File: src/rtl/logic_pll_lock_service_multi_if.sv
`default_nettype none
// +----------------------------------------------------------------------+
// | Module   : logic_pll_lock_service_multi_if                           |
// | Purpose  : Control/status bundle between a PLL lock service and the  |
// |            logic that enables, relocks and observes its channels.    |
// | Revision : 1.0 - initial release                                     |
// +----------------------------------------------------------------------+
interface logic_pll_lock_service_multi_if #(
    parameter int PLLS        = 1,
    parameter int MAX_RETRIES = 3
);
    // Retry counter width per channel; one bit minimum so a zero retry
    // limit still yields a legal vector.
    localparam int RW = (MAX_RETRIES > 0) ? $clog2(MAX_RETRIES + 1) : 1;

    logic [PLLS-1:0]    enable;
    logic [PLLS-1:0]    relock;
    logic [PLLS-1:0]    fault_clear;
    logic [PLLS-1:0]    pll_locked;
    logic [PLLS-1:0]    pll_reset;
    logic [PLLS-1:0]    locked;
    logic [PLLS-1:0]    fault;
    logic [PLLS*RW-1:0] retry_count;
    logic               all_locked;

    // Controller / PLL side: drives requests and raw lock, observes status
    modport master (
        output enable, relock, fault_clear, pll_locked,
        input  pll_reset, locked, fault, retry_count, all_locked
    );

    // Lock service side
    modport slave (
        input  enable, relock, fault_clear, pll_locked,
        output pll_reset, locked, fault, retry_count, all_locked
    );
endinterface
`default_nettype wire

File: src/rtl/logic_pll_lock_service_multi.sv
`default_nettype none
// +----------------------------------------------------------------------+
// | Module   : logic_pll_lock_service_multi                              |
// | Purpose  : Supervises PLLS independent PLLs. Each channel pulses the |
// |            PLL reset, waits a bounded time for a filtered lock,      |
// |            retries on timeout and latches a fault after too many     |
// |            consecutive failures. all_locked gates the reset tree.    |
// | Revision : 1.0 - initial release                                     |
// +----------------------------------------------------------------------+
module logic_pll_lock_service_multi #(
    parameter int PLLS              = 1,
    parameter int RESET_DURATION    = 2,
    parameter int WAIT_FOR_LOCK     = 1_000_000,
    parameter int PLL_LOCKED_STAGES = 8,
    parameter int MAX_RETRIES       = 3
) (
    input  wire logic                     aclk,
    input  wire logic                     areset,
    logic_pll_lock_service_multi_if.slave bus
);

    localparam int c_CNT_MAX = (RESET_DURATION > WAIT_FOR_LOCK) ? RESET_DURATION : WAIT_FOR_LOCK;
    localparam int CW        = $clog2(c_CNT_MAX + 1);
    localparam int RW        = (MAX_RETRIES > 0) ? $clog2(MAX_RETRIES + 1) : 1;
    localparam int c_MR_M1   = (MAX_RETRIES > 0) ? MAX_RETRIES - 1 : 0;

    localparam logic [CW-1:0] c_CNT_RESET = CW'(RESET_DURATION);
    localparam logic [CW-1:0] c_CNT_WAIT  = CW'(WAIT_FOR_LOCK);
    localparam logic [CW-1:0] c_CNT_ONE   = CW'(1);

    localparam logic [RW-1:0] c_RETRY_FAULT = RW'(MAX_RETRIES);
    localparam logic [RW-1:0] c_RETRY_LAST  = RW'(c_MR_M1);
    localparam logic [RW-1:0] c_RETRY_SAT   = {RW{1'b1}};
    localparam logic [RW-1:0] c_RETRY_ONE   = RW'(1);

    localparam logic [2:0] c_ST_DISABLED = 3'd0;
    localparam logic [2:0] c_ST_RESET    = 3'd1;
    localparam logic [2:0] c_ST_WAIT     = 3'd2;
    localparam logic [2:0] c_ST_LOCKED   = 3'd3;
    localparam logic [2:0] c_ST_FAULT    = 3'd4;

    logic [PLLS-1:0] w_pll_reset;
    logic [PLLS-1:0] w_locked;
    logic [PLLS-1:0] w_fault;
    logic            r_all_locked;

    generate
        for (genvar gi = 0; gi < PLLS; gi++) begin : g_ch
            logic [2:0]                   r_state;
            logic [CW-1:0]                r_cnt;
            logic [RW-1:0]                r_retry;
            logic [PLL_LOCKED_STAGES-1:0] r_q;
            logic                         r_stable;
            logic                         r_filtered;
            logic                         w_hold;

            // The PLL is held in reset in these states, so its lock output
            // is meaningless and the filter history is discarded.
            assign w_hold = (r_state == c_ST_RESET) ||
                            (r_state == c_ST_FAULT) ||
                            (r_state == c_ST_DISABLED);

            // Shift raw lock into the filter; stable = all ones, filtered = any one
            always_ff @(posedge aclk) begin
                if (areset) begin
                    r_q        <= '0;
                    r_stable   <= 1'b0;
                    r_filtered <= 1'b0;
                end else begin
                    if (w_hold) begin
                        r_q <= '0;
                    end else begin
                        r_q <= {bus.pll_locked[gi], r_q[PLL_LOCKED_STAGES-1:1]};
                    end
                    r_stable   <= &r_q;
                    r_filtered <= |r_q;
                end
            end

            // Channel supervisor: reset pulse, lock wait, retry and fault tracking
            always_ff @(posedge aclk) begin
                if (areset) begin
                    r_state <= c_ST_RESET;
                    r_cnt   <= c_CNT_RESET;
                    r_retry <= '0;
                end else if (!bus.enable[gi]) begin
                    r_state <= c_ST_DISABLED;
                    r_retry <= '0;
                end else begin
                    case (r_state)
                        c_ST_DISABLED: begin
                            r_state <= c_ST_RESET;
                            r_cnt   <= c_CNT_RESET;
                        end
                        c_ST_RESET: begin
                            if (bus.relock[gi]) begin
                                r_cnt <= c_CNT_RESET;
                            end else if (r_cnt == c_CNT_ONE) begin
                                r_state <= c_ST_WAIT;
                                r_cnt   <= c_CNT_WAIT;
                            end else begin
                                r_cnt <= r_cnt - c_CNT_ONE;
                            end
                        end
                        c_ST_WAIT: begin
                            if (bus.relock[gi]) begin
                                r_state <= c_ST_RESET;
                                r_cnt   <= c_CNT_RESET;
                            end else if (r_stable) begin
                                // A lock on the timeout cycle still counts as a lock
                                r_state <= c_ST_LOCKED;
                                r_retry <= '0;
                            end else if (r_cnt == c_CNT_ONE) begin
                                if ((MAX_RETRIES != 0) && (r_retry == c_RETRY_LAST)) begin
                                    r_state <= c_ST_FAULT;
                                    r_retry <= c_RETRY_FAULT;
                                end else begin
                                    r_state <= c_ST_RESET;
                                    r_cnt   <= c_CNT_RESET;
                                    if (r_retry != c_RETRY_SAT) begin
                                        r_retry <= r_retry + c_RETRY_ONE;
                                    end
                                end
                            end else begin
                                r_cnt <= r_cnt - c_CNT_ONE;
                            end
                        end
                        c_ST_LOCKED: begin
                            // Lock loss is not a failed attempt; retry_count is kept
                            if (bus.relock[gi] || !r_filtered) begin
                                r_state <= c_ST_RESET;
                                r_cnt   <= c_CNT_RESET;
                            end
                        end
                        c_ST_FAULT: begin
                            if (bus.fault_clear[gi]) begin
                                r_state <= c_ST_RESET;
                                r_cnt   <= c_CNT_RESET;
                                r_retry <= '0;
                            end
                        end
                        default: begin
                            r_state <= c_ST_RESET;
                            r_cnt   <= c_CNT_RESET;
                            r_retry <= '0;
                        end
                    endcase
                end
            end

            assign w_pll_reset[gi]                 = w_hold;
            assign w_locked[gi]                    = (r_state == c_ST_LOCKED);
            assign w_fault[gi]                     = (r_state == c_ST_FAULT);
            assign bus.retry_count[gi*RW +: RW]    = r_retry;
        end
    endgenerate

    // Aggregate lock: every enabled channel locked, with at least one enabled
    always_ff @(posedge aclk) begin
        if (areset) begin
            r_all_locked <= 1'b0;
        end else begin
            r_all_locked <= (|bus.enable) && (&(w_locked | ~bus.enable));
        end
    end

    assign bus.pll_reset  = w_pll_reset;
    assign bus.locked     = w_locked;
    assign bus.fault      = w_fault;
    assign bus.all_locked = r_all_locked;

endmodule
`default_nettype wire
File: src/flat_wrapper.sv
// flat-port wrapper written by rule: the top's interface ports become plain ports
module logic_pll_lock_service_multi_flat 
#(
    parameter int PLLS              = 1,
    parameter int RESET_DURATION    = 2,
    parameter int WAIT_FOR_LOCK     = 1_000_000,
    parameter int PLL_LOCKED_STAGES = 8,
    parameter int MAX_RETRIES       = 3
)
  (aclk, areset, bus_enable, bus_relock, bus_fault_clear, bus_pll_locked, bus_pll_reset, bus_locked, bus_fault, bus_retry_count, bus_all_locked);
  logic_pll_lock_service_multi_if #(.PLLS(PLLS), .MAX_RETRIES(MAX_RETRIES)) bus_i ();
  input  wire logic aclk;
  input  wire logic areset;
  input wire logic [$bits(bus_i.enable)-1:0] bus_enable;
  input wire logic [$bits(bus_i.relock)-1:0] bus_relock;
  input wire logic [$bits(bus_i.fault_clear)-1:0] bus_fault_clear;
  input wire logic [$bits(bus_i.pll_locked)-1:0] bus_pll_locked;
  output wire logic [$bits(bus_i.pll_reset)-1:0] bus_pll_reset;
  output wire logic [$bits(bus_i.locked)-1:0] bus_locked;
  output wire logic [$bits(bus_i.fault)-1:0] bus_fault;
  output wire logic [$bits(bus_i.retry_count)-1:0] bus_retry_count;
  output wire logic [$bits(bus_i.all_locked)-1:0] bus_all_locked;
  assign bus_i.enable = bus_enable;
  assign bus_i.relock = bus_relock;
  assign bus_i.fault_clear = bus_fault_clear;
  assign bus_i.pll_locked = bus_pll_locked;
  assign bus_pll_reset = bus_i.pll_reset;
  assign bus_locked = bus_i.locked;
  assign bus_fault = bus_i.fault;
  assign bus_retry_count = bus_i.retry_count;
  assign bus_all_locked = bus_i.all_locked;
  logic_pll_lock_service_multi #(.PLLS(PLLS), .RESET_DURATION(RESET_DURATION), .WAIT_FOR_LOCK(WAIT_FOR_LOCK), .PLL_LOCKED_STAGES(PLL_LOCKED_STAGES), .MAX_RETRIES(MAX_RETRIES)) u_core (.aclk(aclk), .areset(areset), .bus(bus_i));
endmodule
File: config.mk
export PLATFORM = sky130hd
export DESIGN_NAME = logic_pll_lock_service_multi_flat
export DESIGN_NICKNAME = d
export VERILOG_FILES = /design/src/rtl/logic_pll_lock_service_multi_if.sv /design/src/rtl/logic_pll_lock_service_multi.sv /design/src/flat_wrapper.sv
export SDC_FILE = /design/constraint.sdc
export NUM_CORES = 1
export LEC_CHECK = 0
export CELL_PAD_IN_SITES_DETAIL_PLACEMENT = 0
export CELL_PAD_IN_SITES_GLOBAL_PLACEMENT = 2
export CORE_MARGIN = 2
export CORE_UTILIZATION = 38
export DETAILED_ROUTE_END_ITERATION = 10
export GPL_TIMING_DRIVEN = 0
export PLACE_DENSITY_LB_ADDON = 0.1
export SLEW_MARGIN = 25
export SYNTH_ARGS = -nofsm -noshare
export SYNTH_HDL_FRONTEND = slang
export SYNTH_SLANG_ARGS = --single-unit
File: constraint.sdc
create_clock -name aclk -period 5.6 [get_ports aclk]
set_input_delay 1.4 -clock aclk [delete_from_list [all_inputs] [get_ports aclk]]
set_output_delay 1.4 -clock aclk [all_outputs]
set_load 0.1 [all_outputs]
# Word level (Yosys, flattened, before mapping)
# Index checks and enable logic that the tools add are counted.
dict set report word_totals {
  register_bits 36
  elab_cells 76
  input_bits 6
}
dict set report classes {
  addsub 2
  bitwise 3
  eq_ne 22
  mux 26
  reduce_logical 15
}
# op count
set ops {}
lappend ops {{20-bit 2-to-1 mux} 8}
lappend ops {{20-bit one-hot mux with 4 select lines} 1}
lappend ops {{3-bit 2-to-1 mux} 8}
lappend ops {{20-bit by 1-bit equality test with 1-bit output (second input constant)} 1}
lappend ops {{5-bit AND reduction} 4}
lappend ops {{20-bit by 1-bit subtractor with 20-bit output (second input constant)} 1}
lappend ops {{3-bit != test (second input constant)} 5}
lappend ops {{2-bit 2-to-1 mux} 6}
lappend ops {{2-bit != test (second input constant)} 6}
lappend ops {{3-bit one-hot mux with 4 select lines} 1}
lappend ops {{8-bit AND reduction} 1}
lappend ops {{8-bit OR reduction} 1}
lappend ops {{3-bit by 2-bit equality test with 1-bit output (second input constant)} 2}
lappend ops {{2-bit one-hot mux with 3 select lines} 1}
lappend ops {{5-bit by 3-bit != test with 1-bit output (second input constant)} 1}
lappend ops {{4-bit by 1-bit != test with 1-bit output (second input constant)} 1}
lappend ops {{4-bit by 2-bit != test with 1-bit output (second input constant)} 1}
lappend ops {{4-bit != test (second input constant)} 1}
lappend ops {{2-bit OR reduction} 2}
lappend ops {{3-bit by 1-bit equality test with 1-bit output (second input constant)} 1}
lappend ops {{3-bit equality test (second input constant)} 1}
lappend ops {{3-bit zero test} 1}
lappend ops {{1-bit logical OR} 3}
lappend ops {{3-bit by 1-bit != test with 1-bit output (second input constant)} 1}
lappend ops {{8 further kinds} 9}

# Longest topological paths before layout
dict set report depth {
  word_depth 7
  ltp_mapped 9
  mapped_depth_nobuf 8
}

# Least setup slack after synthesis
# OpenSTA, ideal clock, no wires.
dict set report synth_path {
  path_type {reg2out}
  from {register u_core.g_ch[0].r_state[0]}
  to {output bus_fault}
  path_slack_ns 1.639
  t_arrival_ns 2.561
  t_required_ns 4.200
  path_stages_with_launch 2
  cell_sequence {dfxtp_1 -> nor3b_1}
}
dict set report synth_via {
  elab_chain_len 1
}
# element line_no
set synth_rtl {}
lappend synth_rtl {{from (decl)} logic_pll_lock_service_multi.sv:49} ;# logic [2:0] r_state;
lappend synth_rtl {{from (signal assigned)} logic_pll_lock_service_multi.sv:83} ;# r_state <= c_ST_RESET;
lappend synth_rtl {{from (signal assigned)} logic_pll_lock_service_multi.sv:87} ;# r_state <= c_ST_DISABLED;
lappend synth_rtl {{from (signal assigned)} logic_pll_lock_service_multi.sv:92} ;# r_state <= c_ST_RESET;
lappend synth_rtl {{3-bit equality test} logic_pll_lock_service_multi.sv:153} ;# assign w_fault[gi] = (r_state == c_ST_FAULT);
lappend synth_rtl {{to (decl)} flat_wrapper.sv:20} ;# output wire logic [$bits(bus_i.fault)-1:0] bus_fault;
# Every way passes these cells.

# Worst setup path after layout
dict set report layout_path {
  from {register u_core.g_ch[0].r_state[1]}
  to {output bus_locked}
}
dict set report layout_via {
  elab_chain_len 1
}
# element line_no
set layout_rtl {}
lappend layout_rtl {{3-bit by 2-bit equality test with 1-bit output} logic_pll_lock_service_multi.sv:152} ;# assign w_locked[gi] = (r_state == c_ST_LOCKED);
lappend layout_rtl {{to (decl)} flat_wrapper.sv:19} ;# output wire logic [$bits(bus_i.locked)-1:0] bus_locked;
# Every way passes these cells.

==> impl_metrics.csv <==
group,metric,value,unit
run_status,status,"completed",
power_and_ir_drop,power.density,302,nW/µm²
hold_path,worstHoldPathType,"flip-flop to flip-flop",
power_and_ir_drop,p_total,668,µW
die,die_w,74.1,µm
logic_synthesis,ys_ff_latch,36,
layout,multiInputGateArea,1030,µm²
critical_path,crit_chain,"buf_2 > nand3b_1 > inv_1 > clkdlybuf4s50_1",
placed_design,place.gp.congestion,0.803,
critical_path,worst_path_dominant_cell_family,"buffers and inverters",
critical_path,reg2reg_slack,3.16,ns
power_and_ir_drop,static-leakage-power,0.821,nW
detailed_routing,wirelength,4.43,mm
clock_tree,numCtsBuffers,5,
placed_design,dp_hpwl,3.18,mm
clock_tree,h-tree-depth,2,
clock_tree,cts_tree,"done",
critical_path,critPathArrivalTime,2.24,ns
layout,seqCellArea,721,µm²
sta,finalSetupViolCount,0,
layout,antenna_cells,0,
global_routing,grt.total_usage,18.2,%
critical_path,timing.rr.start,"u_core.g_ch[0].r_cnt[9]",
logic_synthesis,synth_cells,222,
critical_path,r2r-end,"u_core.g_ch[0].r_cnt[16]",
clock_tree,cts.sinks,36,
layout,fillers,474,
critical_path,crit_buf_inv,3,
die,die_area,5490,µm²
clock_tree,cts_resized,0,
sta,holdWs,0.465,ns
critical_path,reg2reg_depth,8,
critical_path,cp_max_fo,10,
layout,synthToLayoutAreaGrowth,18.4,%
hold_path,min_to,"u_core.g_ch[0].r_stable",
layout,layout_common_cells,"dfxtp_1 (36), nor2_1 (34), and2_1 (13)",
sta,tns,0,ns
detailed_routing,vias,1638,
clock_tree,clkTransAtPathRegs,0.08,ns
global_routing,grt_start_max_net_pins,13,
global_routing,grt.overflow.total,0,
critical_path,crit_required,4.20,ns
die,core,4720,µm²
logic_synthesis,synthFlopType,"dfxtp_1",
detailed_routing,viasPerCell,5.34,
logic_synthesis,synth-edff-count,0,
die,rows,25,
clock_tree,cts_setup_buffers,0,
detailed_routing,drtPass1Iterations,4,
clock_tree,clock_path_buffers,2,
clock_tree,cts-root-buf,"clkbuf_8",
logic_synthesis,syn-mean-instance-area,8.41,µm²
logic_synthesis,ys_seq_area_share,38.6,%
logic_synthesis,synth_top_area_share,38.6,%
critical_path,criticalPathCategory,"flip-flop to output port",
logic_synthesis,async_flop_share,0,%
placed_design,postPlaceCellArea,2050,µm²
logic_synthesis,yosys_warnings,0,
global_routing,grt_first_pass_wirelength,7.51,mm
logic_synthesis,synth.largest_area_cell,"dfxtp_1",
power_and_ir_drop,worst_ir_drop_vdd,166,µV
clock_tree,cts.hold.buffers_added,0,
detailed_routing,drt_iter0_markers,84,
hold_path,hold_depth,2,
die,initial_core_util,39.5,%
sta,slew_viol_final,0,
layout,final_core_util,46.8,%
critical_path,slowest_stage,"clkdlybuf4s50_1",
run,cap_violations,0,
global_routing,antenna_found_initial,0,
sta,final_hold_viol_count,0,
sta,min_period,3.64,ns
detailed_routing,drc,0,
logic_synthesis,synthTopCellsByArea,"dfxtp_1 (39%), nor2_1 (6.8%), and2_1 (4.4%), xor2_1 (4.2%), a21oi_1 (2.9%)",
critical_path,critPathMaxStageDelay,1.12,ns
clock_tree,worstSkewPairLatency,0.29,ns
die,die_y,74.1,µm
detailed_routing,wl_per_cell,14.4,µm
sta,rsz0062_at_grt,"false",
sta,skew,0.00571,ns
layout,nNetsFinal,249,
detailed_routing,ant_nets,0,
layout,layout-drive-gt1-share,9.17,%
sta,fmax,275,MHz
critical_path,cp-start-kind,"flip-flop",
placed_design,port_buffers,10,
critical_path,worst_setup_path_end_kind,"output port",
sta,period_share,64.9,%
sta,worst_pin_slew,0.962,ns
logic_synthesis,synthDistinctLibCells,44,
sta,slew-limit-headroom,35.7,%
layout,fin_area,2210,µm²
global_routing,grt_pass1_vias,1591,
die,ioPinCount,12,
logic_synthesis,synth_fp_nets,232,
layout,final_common_cell,"dfxtp_1",
logic_synthesis,syn_area,1870,µm²
hold_path,min-delay-start,"u_core.g_ch[0].r_q[0]",
worst max-delay path by stage:
stage / startpoint / to / cells past startpoint
after CTS: u_core.g_ch[0].r_state[0] / bus_pll_reset / 3
after global routing: u_core.g_ch[0].r_state[0] / bus_pll_reset / 3
after detailed placement: bus_fault_clear / u_core.g_ch[0].r_cnt[12] / 7
after floorplan: u_core.g_ch[0].r_state[0] / bus_fault / 1
after global placement: bus_fault_clear / u_core.g_ch[0].r_cnt[12] / 7
final: u_core.g_ch[0].r_state[1] / bus_locked / 4
routing by layer:
| layer | GRT usage, % | wire [µm] | share of wire [%] | vias up |
|---|---|---|---|---|
| met5 | 0 | 0 | 0 | - |
| met4 | 8.08 | 48 | 1.1 | 0 |
| met3 | 5.01 | 131 | 3.0 | 7 |
| met2 | 27.6 | 2090 | 47 | 22 |
| met1 | 24.3 | 2150 | 49 | 782 |
| li1 | - | - | - | 827 |
worst min-delay path: stages, from the launching register on:
cell     delay [ns]
dfxtp_1        0.31
nand3_1        0.07
nor3_1         0.05
cells by family (layout without fill, tap and decap cells):
logic type / count (synthesis) / after routing / share of synthesized area [%]
simple gates: 103 / 103 / 29.9
fa+ha+maj: 4 / 4 / 2.68
flops: 36 / 36 / 38.6
mux: 4 / 4 / 2.14
xor+xnor: 10 / 10 / 4.69
buf+inv: 22 / 40 / 6.43
compound gates: 43 / 43 / 15.6
cells in the mapped netlist, types with 2 or more instances:
| master | number |
|---|---|
| a21oi_1 | 11 |
| a221oi_1 | 2 |
| a31oi_1 | 2 |
| and2_1 | 13 |
| and3_1 | 4 |
| buf_2 | 3 |
| buf_4 | 3 |
| buf_6 | 3 |
| clkbuf_1 | 2 |
| dfxtp_1 | 36 |
| ha_1 | 4 |
| inv_1 | 11 |
| mux2i_1 | 4 |
| nand2_1 | 8 |
| nand2b_1 | 5 |
| nand3_1 | 6 |
| nand3b_1 | 3 |
| nand4_1 | 6 |
| nand4b_1 | 3 |
| nor2_1 | 34 |
| nor3_1 | 7 |
| nor3b_1 | 2 |
| nor4_1 | 5 |
| o21ai_0 | 5 |
| o22ai_1 | 7 |
| o2bb2ai_1 | 6 |
| or3_1 | 2 |
| xor2_1 | 9 |
flip-flops by register name (all words and copies together) (netlist names):
signal / count
u_core.g_ch.r_cnt: 20
u_core.g_ch.r_q: 8
u_core.g_ch.r_stable: 1
u_core.g_ch.r_state: 3
u_core.g_ch.r_filtered: 1
u_core.bus.all_locked: 1
u_core.bus.retry_count: 2
report_power, final:
group	switching (mW)	internal [mW]	total (mW)
registers	0.00529	0.261	0.267
clock network	0.0971	0.223	0.320
logic	0.0494	0.0323	0.0817
layout make-up:
cell class | count | share of cell area, %
clock inverters | 3 | 4.08
multi-input cells | 164 | 46.4
clock buffers | 5 | 3.11
inverters | 11 | 1.87
repair buffers | 10 | 4.53
flip-flops and latches | 36 | 32.6
plain buffers | 11 | 3.57
well taps | 67 | 3.79
through the flow:
stage / cells / setup WS [ns]
6_report: 307 / 1.96
3_3_place_gp: 299 / 2.01
4_1_cts: 307 / 1.93
5_1_grt: 307 / 1.86
2_1_floorplan: 222 / 1.64
3_5_place_dp: 299 / 1.98
Power figures use the tool's default switching activity.
